==> src/rtl/rc_pkg.sv <==
`default_nettype none
// ============================================================================
// Module      : rc_pkg
// Description : Shared row-compression definitions (word size, row size,
//               lane-index width and the decompressor state encoding).
// Revision    : 1.0 - initial release
// ============================================================================
package rc_pkg;

  localparam int WORD_WIDTH   = 8;
  localparam int MAX_R_SIZE   = 4;
  localparam int R_DIST_WIDTH = 2;

  // Decompressor FSM encoding
  localparam logic [1:0] ST_IDLE = 2'd0;
  localparam logic [1:0] ST_FILL = 2'd1;
  localparam logic [1:0] ST_OUT  = 2'd2;

endpackage
`default_nettype wire

==> src/rtl/rc_lowest_set_finder.sv <==
`default_nettype none
// ============================================================================
// Module      : rc_lowest_set_finder
// Description : Combinational priority encoder returning the index of the
//               lowest set bit of a mask, plus a flag for "any bit set".
// Revision    : 1.0 - initial release
// ============================================================================
module rc_lowest_set_finder #(
  parameter int MAX_R_SIZE   = rc_pkg::MAX_R_SIZE,
  parameter int R_DIST_WIDTH = rc_pkg::R_DIST_WIDTH
) (
  input  logic [MAX_R_SIZE-1:0]   mask,
  output logic [R_DIST_WIDTH-1:0] idx,
  output logic                    any
);

  // Scan from the top lane down so the lowest set lane wins last
  always_comb begin
    idx = '0;
    for (int i = MAX_R_SIZE - 1; i >= 0; i--) begin
      if (mask[i]) begin
        idx = R_DIST_WIDTH'(i);
      end
    end
  end

  assign any = |mask;

endmodule
`default_nettype wire

==> src/rtl/row_decompressor.sv <==
`default_nettype none
// ============================================================================
// Module      : row_decompressor
// Description : Rebuilds a full row of MAX_R_SIZE words from a presence mask
//               followed by its nonzero words, filling lanes in ascending
//               order and restoring zeros in the empty lanes.
// Revision    : 1.0 - initial release
// ============================================================================
module row_decompressor #(
  parameter int WORD_WIDTH   = rc_pkg::WORD_WIDTH,
  parameter int MAX_R_SIZE   = rc_pkg::MAX_R_SIZE,
  parameter int R_DIST_WIDTH = rc_pkg::R_DIST_WIDTH
) (
  input  logic                             clk,
  input  logic                             reset_n,
  input  logic [MAX_R_SIZE-1:0]            mask_in,
  input  logic                             mask_valid,
  output logic                             mask_ready,
  input  logic [WORD_WIDTH-1:0]            data_in,
  input  logic                             data_valid,
  output logic                             data_ready,
  output logic [WORD_WIDTH*MAX_R_SIZE-1:0] data_out,
  output logic                             out_valid,
  input  logic                             out_ready,
  output logic                             busy
);

  import rc_pkg::*;

  logic [1:0]              state_q, state_d;
  logic [MAX_R_SIZE-1:0]   rem_mask_q, rem_mask_d;
  logic [MAX_R_SIZE-1:0]   lane_we;
  logic [R_DIST_WIDTH-1:0] low_idx;
  logic                    low_any;
  logic                    mask_hs, word_hs, out_hs;

  rc_lowest_set_finder #(
    .MAX_R_SIZE  (MAX_R_SIZE),
    .R_DIST_WIDTH(R_DIST_WIDTH)
  ) u_finder (
    .mask(rem_mask_q),
    .idx (low_idx),
    .any (low_any)
  );

  // Handshake strobes; readys depend only on registered state
  assign mask_hs = (state_q == ST_IDLE) && mask_valid;
  assign word_hs = (state_q == ST_FILL) && data_valid;
  assign out_hs  = (state_q == ST_OUT)  && out_ready;

  assign mask_ready = (state_q == ST_IDLE);
  assign data_ready = (state_q == ST_FILL);
  assign out_valid  = (state_q == ST_OUT);
  assign busy       = (state_q != ST_IDLE);

  // Remaining-mask update and next-state selection
  always_comb begin
    rem_mask_d = rem_mask_q;
    state_d    = state_q;
    case (state_q)
      ST_IDLE: begin
        if (mask_hs) begin
          rem_mask_d = mask_in;
          state_d    = (mask_in == '0) ? ST_OUT : ST_FILL;
        end
      end
      ST_FILL: begin
        if (word_hs) begin
          rem_mask_d = rem_mask_q & ~lane_we;
          if (rem_mask_d == '0) begin
            state_d = ST_OUT;
          end
        end
      end
      ST_OUT: begin
        if (out_hs) begin
          state_d = ST_IDLE;
        end
      end
      default: state_d = ST_IDLE;
    endcase
  end

  // State and remaining-mask registers
  always_ff @(posedge clk or negedge reset_n) begin
    if (!reset_n) begin
      state_q    <= ST_IDLE;
      rem_mask_q <= '0;
    end else begin
      state_q    <= state_d;
      rem_mask_q <= rem_mask_d;
    end
  end

  // Per-lane storage: cleared on a new mask, loaded when its lane is next
  for (genvar i = 0; i < MAX_R_SIZE; i++) begin : g_lane
    logic [WORD_WIDTH-1:0] lane_q;

    assign lane_we[i] = word_hs && low_any && (low_idx == R_DIST_WIDTH'(i));

    // Lane data register
    always_ff @(posedge clk or negedge reset_n) begin
      if (!reset_n) begin
        lane_q <= '0;
      end else if (mask_hs) begin
        lane_q <= '0;
      end else if (lane_we[i]) begin
        lane_q <= data_in;
      end
    end

    assign data_out[WORD_WIDTH*(i+1)-1:WORD_WIDTH*i] = lane_q;
  end

endmodule
`default_nettype wire

==> config.mk <==
export PLATFORM = sky130hd
export DESIGN_NAME = row_decompressor
export DESIGN_NICKNAME = d
export VERILOG_FILES = /design/src/rtl/rc_pkg.sv /design/src/rtl/rc_lowest_set_finder.sv /design/src/rtl/row_decompressor.sv
export SDC_FILE = /design/constraint.sdc
export NUM_CORES = 1
export LEC_CHECK = 0
export ABC_AREA = 1
export CAP_MARGIN = 20
export CORE_UTILIZATION = 39
export DETAILED_ROUTE_END_ITERATION = 10
export PLACE_DENSITY = 0.79
export SYNTH_ARGS = -nofsm -noshare
export SYNTH_HDL_FRONTEND = slang
export SYNTH_SLANG_ARGS = --single-unit
export TNS_END_PERCENT = 5
==> constraint.sdc <==
create_clock -name clk -period 2.08 [get_ports clk]
set_clock_uncertainty 0.15 [all_clocks]
set_input_delay 0.416 -clock clk [delete_from_list [all_inputs] [get_ports clk]]
set_output_delay 0.416 -clock clk [all_outputs]
set_load 0.05 [all_outputs]
Word-level counts from Yosys, hierarchy flattened
Index checks and enable logic that the tools add are counted.

word-level totals
  register bits = 38
  bits of input ports = 17
  output and inout bits = 36
  word-level logic and storage cells = 59

operators by class
  equality and inequality tests = 9
  muxes and demuxes = 21
  bitwise operators = 2
  reduce and logical (&&, ||, !) cells = 21

operators by type and width
  operator                                             count
  two-way mux 8 bit                                    8
  two-way mux 2 bit                                    9
  nonzero test 2 bit                                   6
  logical AND 1 bit                                    8
  zero test 4 bit                                      2
  two-way mux 4 bit                                    2
  != test 2 x 1 -> 1 bit, second input constant        4
  case mux 4 bit (2 select lines)                      1
  equality test 2 bit, second input constant           3
  case mux 2 bit (3 select lines)                      1
  bitwise AND 4 bit                                    1
  equality test 2 x 1 -> 1 bit, second input constant  2
  zero test 2 bit                                      2
  NOT 4 bit                                            1
  AND reduction 4 bit                                  1
  OR reduction 4 bit                                   1
  AND reduction 3 bit                                  1

Logic depth before layout (Yosys ltp)
Gate-level depths: netlist of run 1.

  depth after elaboration = 12
  depth in mapped cells = 9
  mapped depth without buffers = 9

Cells and area by module
Synthesis of run 1 repeated with hierarchy kept, for this count alone.

unflattened totals
  cell total of the unflattened synthesis = 194
  area total of the unflattened synthesis = 1814.2 um2

by module, submodules not included
  module                times used  cells each  area an instance (um2)  sequential area each (um2)
  row_decompressor      1           185         1767.9                  950.9
  rc_lowest_set_finder  1           9           46.3                    0.0

Worst setup path after synthesis of run 1
No wires, ideal clock.

  path kind = register to register
  start point = reg state_q[0]
  end point = reg g_lane[0].lane_q[0]
  setup time = 0.125 ns
  arrival = 1.729 ns
  data required time = 1.805 ns
  slack = 0.076 ns
  stages on the path, launching flop included = 5
  path buffers = 0
  period minus slack after synthesis = 2.004 ns
  path through = dfrtp_1 > nor2_2 > nand2_4 > o21ai_4 > mux2_2

on the way
  elaborated cells between the ends (all ways) = 8
  those cells by class = 1 x eq/ne; 1 x mux; 6 x reduce/logical

RTL lines
  item                                                     RTL line                 text
  start: declaration                                       row_decompressor.sv:30   logic [1:0] state_q, state_d;
  start signal: assignment                                 row_decompressor.sv:90   state_q <= state_d;
  zero test 2 bit *                                        n/a
  via mask_ready                                           row_decompressor.sv:18   output logic mask_ready,
  logical AND 1 bit *                                      row_decompressor.sv:47   assign mask_hs = (state_q == ST_IDLE) && mask_valid;
  two-way mux 8 bit or nonzero test 2 bit (tied branches)  n/a
  end signal: assignment                                   row_decompressor.sv:108  lane_q <= data_in;
  end: declaration                                         row_decompressor.sv:97   logic [WORD_WIDTH-1:0] lane_q;

Mark *: on every way through the listed nets, which the timed path passes. The rest lies on a longest branch.
A chain may end at the register's enable or synchronous reset.

Final worst setup path of run 1
  start point = reg g_lane[3].lane_q[2]
  end point = out data_out[26]

RTL lines
  item                      RTL line                 text
  start: declaration        row_decompressor.sv:97
  start signal: assignment  row_decompressor.sv:108
  end: declaration          row_decompressor.sv:22   output logic [WORD_WIDTH*MAX_R_SIZE-1:0] data_out,

No word-level cell between the ends.

==> metrics.md, run 1 <==
| Metric | Value |
|---|---|
| Root Buffer | `clkbuf_8` |
| Initial antenna violation count | `0` |
| CORE AREA | `4120 sq um` |
| Post-route minimum period | `2.02 ns` |
| DP Area | `2330 sq um` |
| Dpl cells | `293` |
| GRT Util Overall | `0.183` |
| Mapped Cells | `188` |
| Via density | `4.80` |
| Critical path type | `flop to output pin` |
| Setup Viol. Count Final | `0` |
| Yosys reg bits | `38` |
| Max Clk Rate | `0.495 GHz` |
| Final period utilization | `0.972` |
| Clk Latency, worst-skew pair | `0.28 ns` |
| Die height | `68.5 um` |
| Final worst setup slack | `0.0590 ns` |
| Worst Path Required | `1.51 ns` |
| Design area | `2420 sq um` |
| First-pass GRT wire length | `6280 um` |
| CTS tree | `built` |
| CTS Sinks | `38` |
| Worst-margin pin slew | `0.505 ns` |
| Status | `finished, final reports clean` |
| Crit path DAT | `1.45 ns` |
| Slowest CP cell | `clkdlybuf4s50_1` |
| Layout cells sized above 1 | `0.207` |
| Pre-CTS setup slack | `0.0393 ns` |
| Cell variety after synth | `22` |
| Largest stage delay, worst path | `0.81 ns` |
| Final net count | `267` |
| Number of global-route vias before repair | `1,305` |
| Worst-path clk slew | `0.07 ns` |
| Final instance count without filler cells | `301` |
| Die X | `68.5 um` |
| CP Cell Sequence | `clkdlybuf4s50_1` |
| Setup TNS | `0 ns` |
| WL final | `3790 um` |
| Hold Crit Class | `primary input to async pin` |
| Mapped Nets | `205` |
| Initial DRC Count | `108` |
| Post-route DRC | `0` |
| DP HPWL | `2960 um` |
| Number of core rows | `23` |
| Fin. Hold Viols | `0` |
| Remaining Overflow, GRT | `0` |
| CTS max path bufs | `2` |
| Worst-path fanout max | `2` |
| CP top delay family | `buffers and inverters` |
| Synthesized area per cell | `9.16 sq um` |
| Worst setup SP type | `flop` |
| Inserted Diodes | `0` |
| Ys Warns | `0` |
| CTS Buf Count | `5` |
| Buf+Inv Stages, Crit Path | `1` |
| Initial core utilization | `0.419` |
| Final Wtd Congestion | `0.893` |
| FF/Latch Area | `951 sq um` |
| Htree depth | `2` |
| Multi-input logic area | `686 sq um` |
| Largest net degree at the start of global routing | `39` |
| TritonRoute pass-1 iters | `4` |
| PortBufs | `52` |
| Relative slew slack | `0.662` |
| Final Max Tran Viols | `0` |
| Register area share after synthesis | `0.552` |
| RSZ-0062 raised after global routing | `no` |
| I/O pin count | `53` |
| Synth-to-Final Area Change | `40.3%` |
| DIE AREA | `4690 sq um` |
| DR WL/cell | `12.6 um` |
| Mapped Area | `1720 sq um` |
| Max-cap viol count | `0` |
| Post-DRT Antenna Nets | `0` |
| Fillcell total | `369` |
| CP Capture Type | `output pin` |
| Routed via count | `1,444` |
==> flip-flops by register name, indices dropped and copies added, names as in the netlist <==
register and cells:
g_lane.lane_q 32, state_q 2, rem_mask_q 4
==> worst paths after layout <==
path / start / end / slack, ns / cells past startpoint
setup / recovery: g_lane[3].lane_q[2] / data_out[26] / 0.06 / 1
min in group clk: g_lane[2].lane_q[7] / g_lane[2].lane_q[7] / 0.32 / 2
hold reg to reg: g_lane[2].lane_q[7] / g_lane[2].lane_q[7] / 0.32 / 2
max in group asynchronous: reset_n / g_lane[3].lane_q[3] / 1.43 / 2
hold / removal: reset_n / g_lane[3].lane_q[4] / 0.02 / 2
setup reg to reg: state_q[0] / g_lane[0].lane_q[5] / 0.33 / 5
==> cells in the mapped netlist, drive strengths merged <==
| cell | count | share of area |
|---|---|---|
| nand4 | 3 | 0.011 |
| a21oi | 4 | 0.012 |
| inv | 23 | 0.050 |
| nor2 | 19 | 0.047 |
| nand3 | 5 | 0.022 |
| dfrtp | 38 | 0.55 |
| a21boi | 1 | 0.0044 |
| o21bai | 1 | 0.0044 |
| mux2 | 12 | 0.078 |
| nand2 | 69 | 0.16 |
| o211ai | 1 | 0.0044 |
| a31oi | 2 | 0.0073 |
| o21ai | 10 | 0.044 |
==> timing repair <==
action / in CTS / in global routing
buffers inserted: 0 / 0
endpoints found under the setup margin: 0 / 1
hold buffers: 0 / 0
gates resized for setup: 0 / 1
==> cells by family after synthesis <==
kind of cell           Yosys count  synth area share
and+or+nand+nor                 96             0.243
muxes                           12            0.0784
AOI/OAI and AO/OA               19            0.0763
DFF                             38             0.552
buffers and inverters           23            0.0501
==> area by class of cell <==
| class | instances | area share |
|---|---|---|
| clock buffers | 7 | 0.0357 |
| clock inverters | 1 | 0.00207 |
| inverters | 23 | 0.0357 |
| multi-input cells | 127 | 0.284 |
| flip-flops and latches | 38 | 0.393 |
| well taps | 50 | 0.0259 |
| repair buffers | 55 | 0.224 |
==> cells in the final DEF, fill, tap and decap left out, drive strengths merged <==
cell	synthesis	routed
nand3	5	5
a21boi	1	1
inv	23	23
buf	0	18
o211ai	1	1
clkdlybuf4s50	0	37
nand4	3	3
clkbuf	0	7
o21bai	1	1
clkinv	0	1
a21oi	4	4
a31oi	2	2
mux2	12	12
dfrtp	38	38
o21ai	10	10
nand2	69	69
nor2	19	19
==> through the flow <==
stage,hold WS [ns],utilization
final,0.0226,0.587
after CTS,0.0376,0.587
after detailed placement,0.307,0.565
after global routing,0.0669,0.587
after global placement,0.304,0.565
after floorplan,-0.0296,-
==> routing by layer <==
metal  routed length, um  GRT usage
met5                   0          0
met4                  53     0.0625
met3                 116     0.0300
met2                1820      0.281
met1                1800      0.259
Power of run 1 is not shown: default switching activity piles up to over one toggle a cycle in this logic, so the estimate is an artifact.
==> inputs of run 2 (changes only) <==
--- a/config.mk
+++ b/config.mk
@@ -10,7 +10,8 @@
 export CORE_UTILIZATION = 39
 export DETAILED_ROUTE_END_ITERATION = 10
 export PLACE_DENSITY = 0.79
+export RECOVER_POWER = 100
 export SYNTH_ARGS = -nofsm -noshare
 export SYNTH_HDL_FRONTEND = slang
 export SYNTH_SLANG_ARGS = --single-unit
-export TNS_END_PERCENT = 5
+export TNS_END_PERCENT = 30
==> run 2 against run 1 <==
Compared with the run above:
- final area decreased by 3.6%
- wire length increased by 0.48%
- via count decreased by 0.21%
==> metrics.md, run 2 (synthesis results as in run 1) <==
| Metric | Value |
|---|---|
| Post-DRT Antenna Nets | `0 (unchanged)` |
| Dpl cells | `293 (unchanged)` |
| Via density | `4.79 (was 4.80)` |
| Commonest non-fill, non-tap cell in the layout | `nand2_1 (unchanged)` |
| Critical path type | `flop to output pin (unchanged)` |
| Largest net degree at the start of global routing | `39 (unchanged)` |
| FF/Latch Area | `951 sq um (unchanged)` |
| GRT Util Overall | `0.183 (unchanged)` |
| Final Wtd Congestion | `0.893 (unchanged)` |
| Remaining Overflow, GRT | `0 (unchanged)` |
| CTS tree | `built (unchanged)` |
| Worst-margin pin slew | `0.910 ns (was 0.505 ns)` |
| Number of core rows | `23 (unchanged)` |
| I/O pin count | `53 (unchanged)` |
| First-pass GRT wire length | `6280 um (unchanged)` |
| CTS max path bufs | `2 (unchanged)` |
| CP top delay family | `buffers and inverters (unchanged)` |
| Final period utilization | `0.974 (was 0.972)` |
| Most frequent cells in the layout | `nand2_1, dfrtp_1, clkdlybuf4s50_1, inv_1, nor2_1 (unchanged)` |
| WL final | `3810 um (was 3790 um)` |
| Top reg by flops | `g_lane.lane_q (unchanged)` |
| Max-cap viol count | `0 (unchanged)` |
| CTS Buf Count | `5 (unchanged)` |
| Cts hold-fix bufs | `0 (unchanged)` |
| Final core occ | `0.566 (was 0.587)` |
| Largest stage delay, worst path | `0.81 ns (about the same)` |
| DIE AREA | `4690 sq um (unchanged)` |
| DP HPWL | `2960 um (unchanged)` |
| CTS Sinks | `38 (unchanged)` |
| Synth-to-Final Area Change | `35.3% (was 40.3%)` |
| Inserted Diodes | `0 (unchanged)` |
| Initial DRC Count | `88 (was 108)` |
| Number of global-route vias before repair | `1,305 (unchanged)` |
| Post-route DRC | `0 (unchanged)` |
| Top flop regs | `g_lane.lane_q (32), rem_mask_q (4), state_q (2) (unchanged)` |
| Buf+Inv Stages, Crit Path | `1 (unchanged)` |
| Fillcell total | `392 (was 369)` |
| Max FFs per register | `32 (unchanged)` |
| Root Buffer | `clkbuf_8 (unchanged)` |
| Multi-input logic area | `668 sq um (was 686 sq um)` |
| Slowest CP cell | `clkdlybuf4s50_1 (unchanged)` |
| Hold Crit Class | `primary input to async pin (unchanged)` |
| Clk Latency, worst-skew pair | `0.28 ns (about the same)` |
| Htree depth | `2 (unchanged)` |
| PortBufs | `52 (unchanged)` |
| Final instance count without filler cells | `301 (unchanged)` |
| Crit path DAT | `1.46 ns (was 1.45 ns)` |
| DP Area | `2330 sq um (unchanged)` |
| Design area | `2330 sq um (was 2420 sq um)` |
| Final Max Tran Viols | `0 (unchanged)` |
| RSZ-0062 raised after global routing | `no (unchanged)` |
| CP Cell Sequence | `clkdlybuf4s50_1 (unchanged)` |
| Routed via count | `1,441 (was 1,444)` |
| CP Launch Point | `g_lane[0].lane_q[6] (was g_lane[3].lane_q[2])` |
| CORE AREA | `4120 sq um (unchanged)` |
| Setup TNS | `0 ns (unchanged)` |
| Relative slew slack | `0.393 (was 0.662)` |
| Worst-path fanout max | `2 (unchanged)` |
| TritonRoute pass-1 iters | `4 (unchanged)` |
| CP Capture Type | `output pin (unchanged)` |
| Layout cells sized above 1 | `0.143 (was 0.207)` |
| Die X | `68.5 um (unchanged)` |
| Final net count | `267 (unchanged)` |
| Initial core utilization | `0.419 (unchanged)` |
| Worst Path Required | `1.51 ns (about the same)` |
| Setup Viol. Count Final | `0 (unchanged)` |
| Status | `finished, final reports clean (unchanged)` |
| Fin. Hold Viols | `0 (unchanged)` |
| DR WL/cell | `12.6 um (about the same)` |
| Post-route minimum period | `2.03 ns (was 2.02 ns)` |
| Die height | `68.5 um (unchanged)` |
| Max Clk Rate | `0.494 GHz (was 0.495 GHz)` |
| Worst-path clk slew | `0.06 ns (was 0.07 ns)` |
| Worst setup SP type | `flop (unchanged)` |
| Critical R2R Launch | `state_q[0] (unchanged)` |
| Initial antenna violation count | `0 (unchanged)` |
-- run 2: cell count changes in the layout (fill, tap and decap cells not counted), moves of 2 or more --
cell,previous run,this run
buf_4,14,1
clkbuf_1,1,12
inv_2,4,2
inv_1,19,21
clkbuf_2,0,3
buf_12,3,1
-- run 2: per-layer routing --
layer | vias up | global-route usage | wire length (um)
met2 | 30 | 0.281 | 1820
li1 | 717 | - | -
met5 | - | 0 | 0
met1 | 690 | 0.259 | 1820
met3 | 4 | 0.0300 | 121
met4 | 0 | 0.0625 | 53
-- run 2: final cells by class --
type,instances,share of cell area
well taps,50,0.0268
clock inverters,1,0.00215
multi-input cells,127,0.287
inverters,23,0.0370
clock buffers,7,0.0370
flip-flops and latches,38,0.408
repair buffers,55,0.202
-- run 2: path summary, 6_finish.rpt --
path	endpoint	slack (ns)	cells past startpoint
setup / recovery	data_out[6]	0.05	1
max in group asynchronous	g_lane[3].lane_q[3]	1.02	2
setup reg to reg	g_lane[0].lane_q[5]	0.33	5
hold reg to reg	g_lane[2].lane_q[7]	0.32	2
min in group clk	g_lane[2].lane_q[7]	0.32	2
hold / removal	state_q[1]	0.20	2
-- run 2: per-stage QoR --
stage	hold WS [ns]	setup slack (ns)
after floorplan	-0.0296	0.0761
after global placement	0.304	0.0682
after detailed placement	0.307	0.0393
after CTS	0.0376	0.0437
after global routing	0.281	0.0150
final	0.196	0.0548
-- run 2: repair_timing --
item / CTS / global route
gates resized for setup: 0 / 1
setup buffers: 0 / 0
setup endpoints to repair: 0 / 1
Power of run 2 is left out for the same reason.
==> inputs of run 3 (changes only) <==
--- a/config.mk
+++ b/config.mk
@@ -11,6 +11,7 @@
 export DETAILED_ROUTE_END_ITERATION = 10
 export PLACE_DENSITY = 0.79
 export RECOVER_POWER = 100
+export SLEW_MARGIN = 0
 export SYNTH_ARGS = -nofsm -noshare
 export SYNTH_HDL_FRONTEND = slang
 export SYNTH_SLANG_ARGS = --single-unit
==> results of run 3 <==
Final layout, timing and power as in run 2 (identical DEF).
Power of run 3 is left out for the same reason.
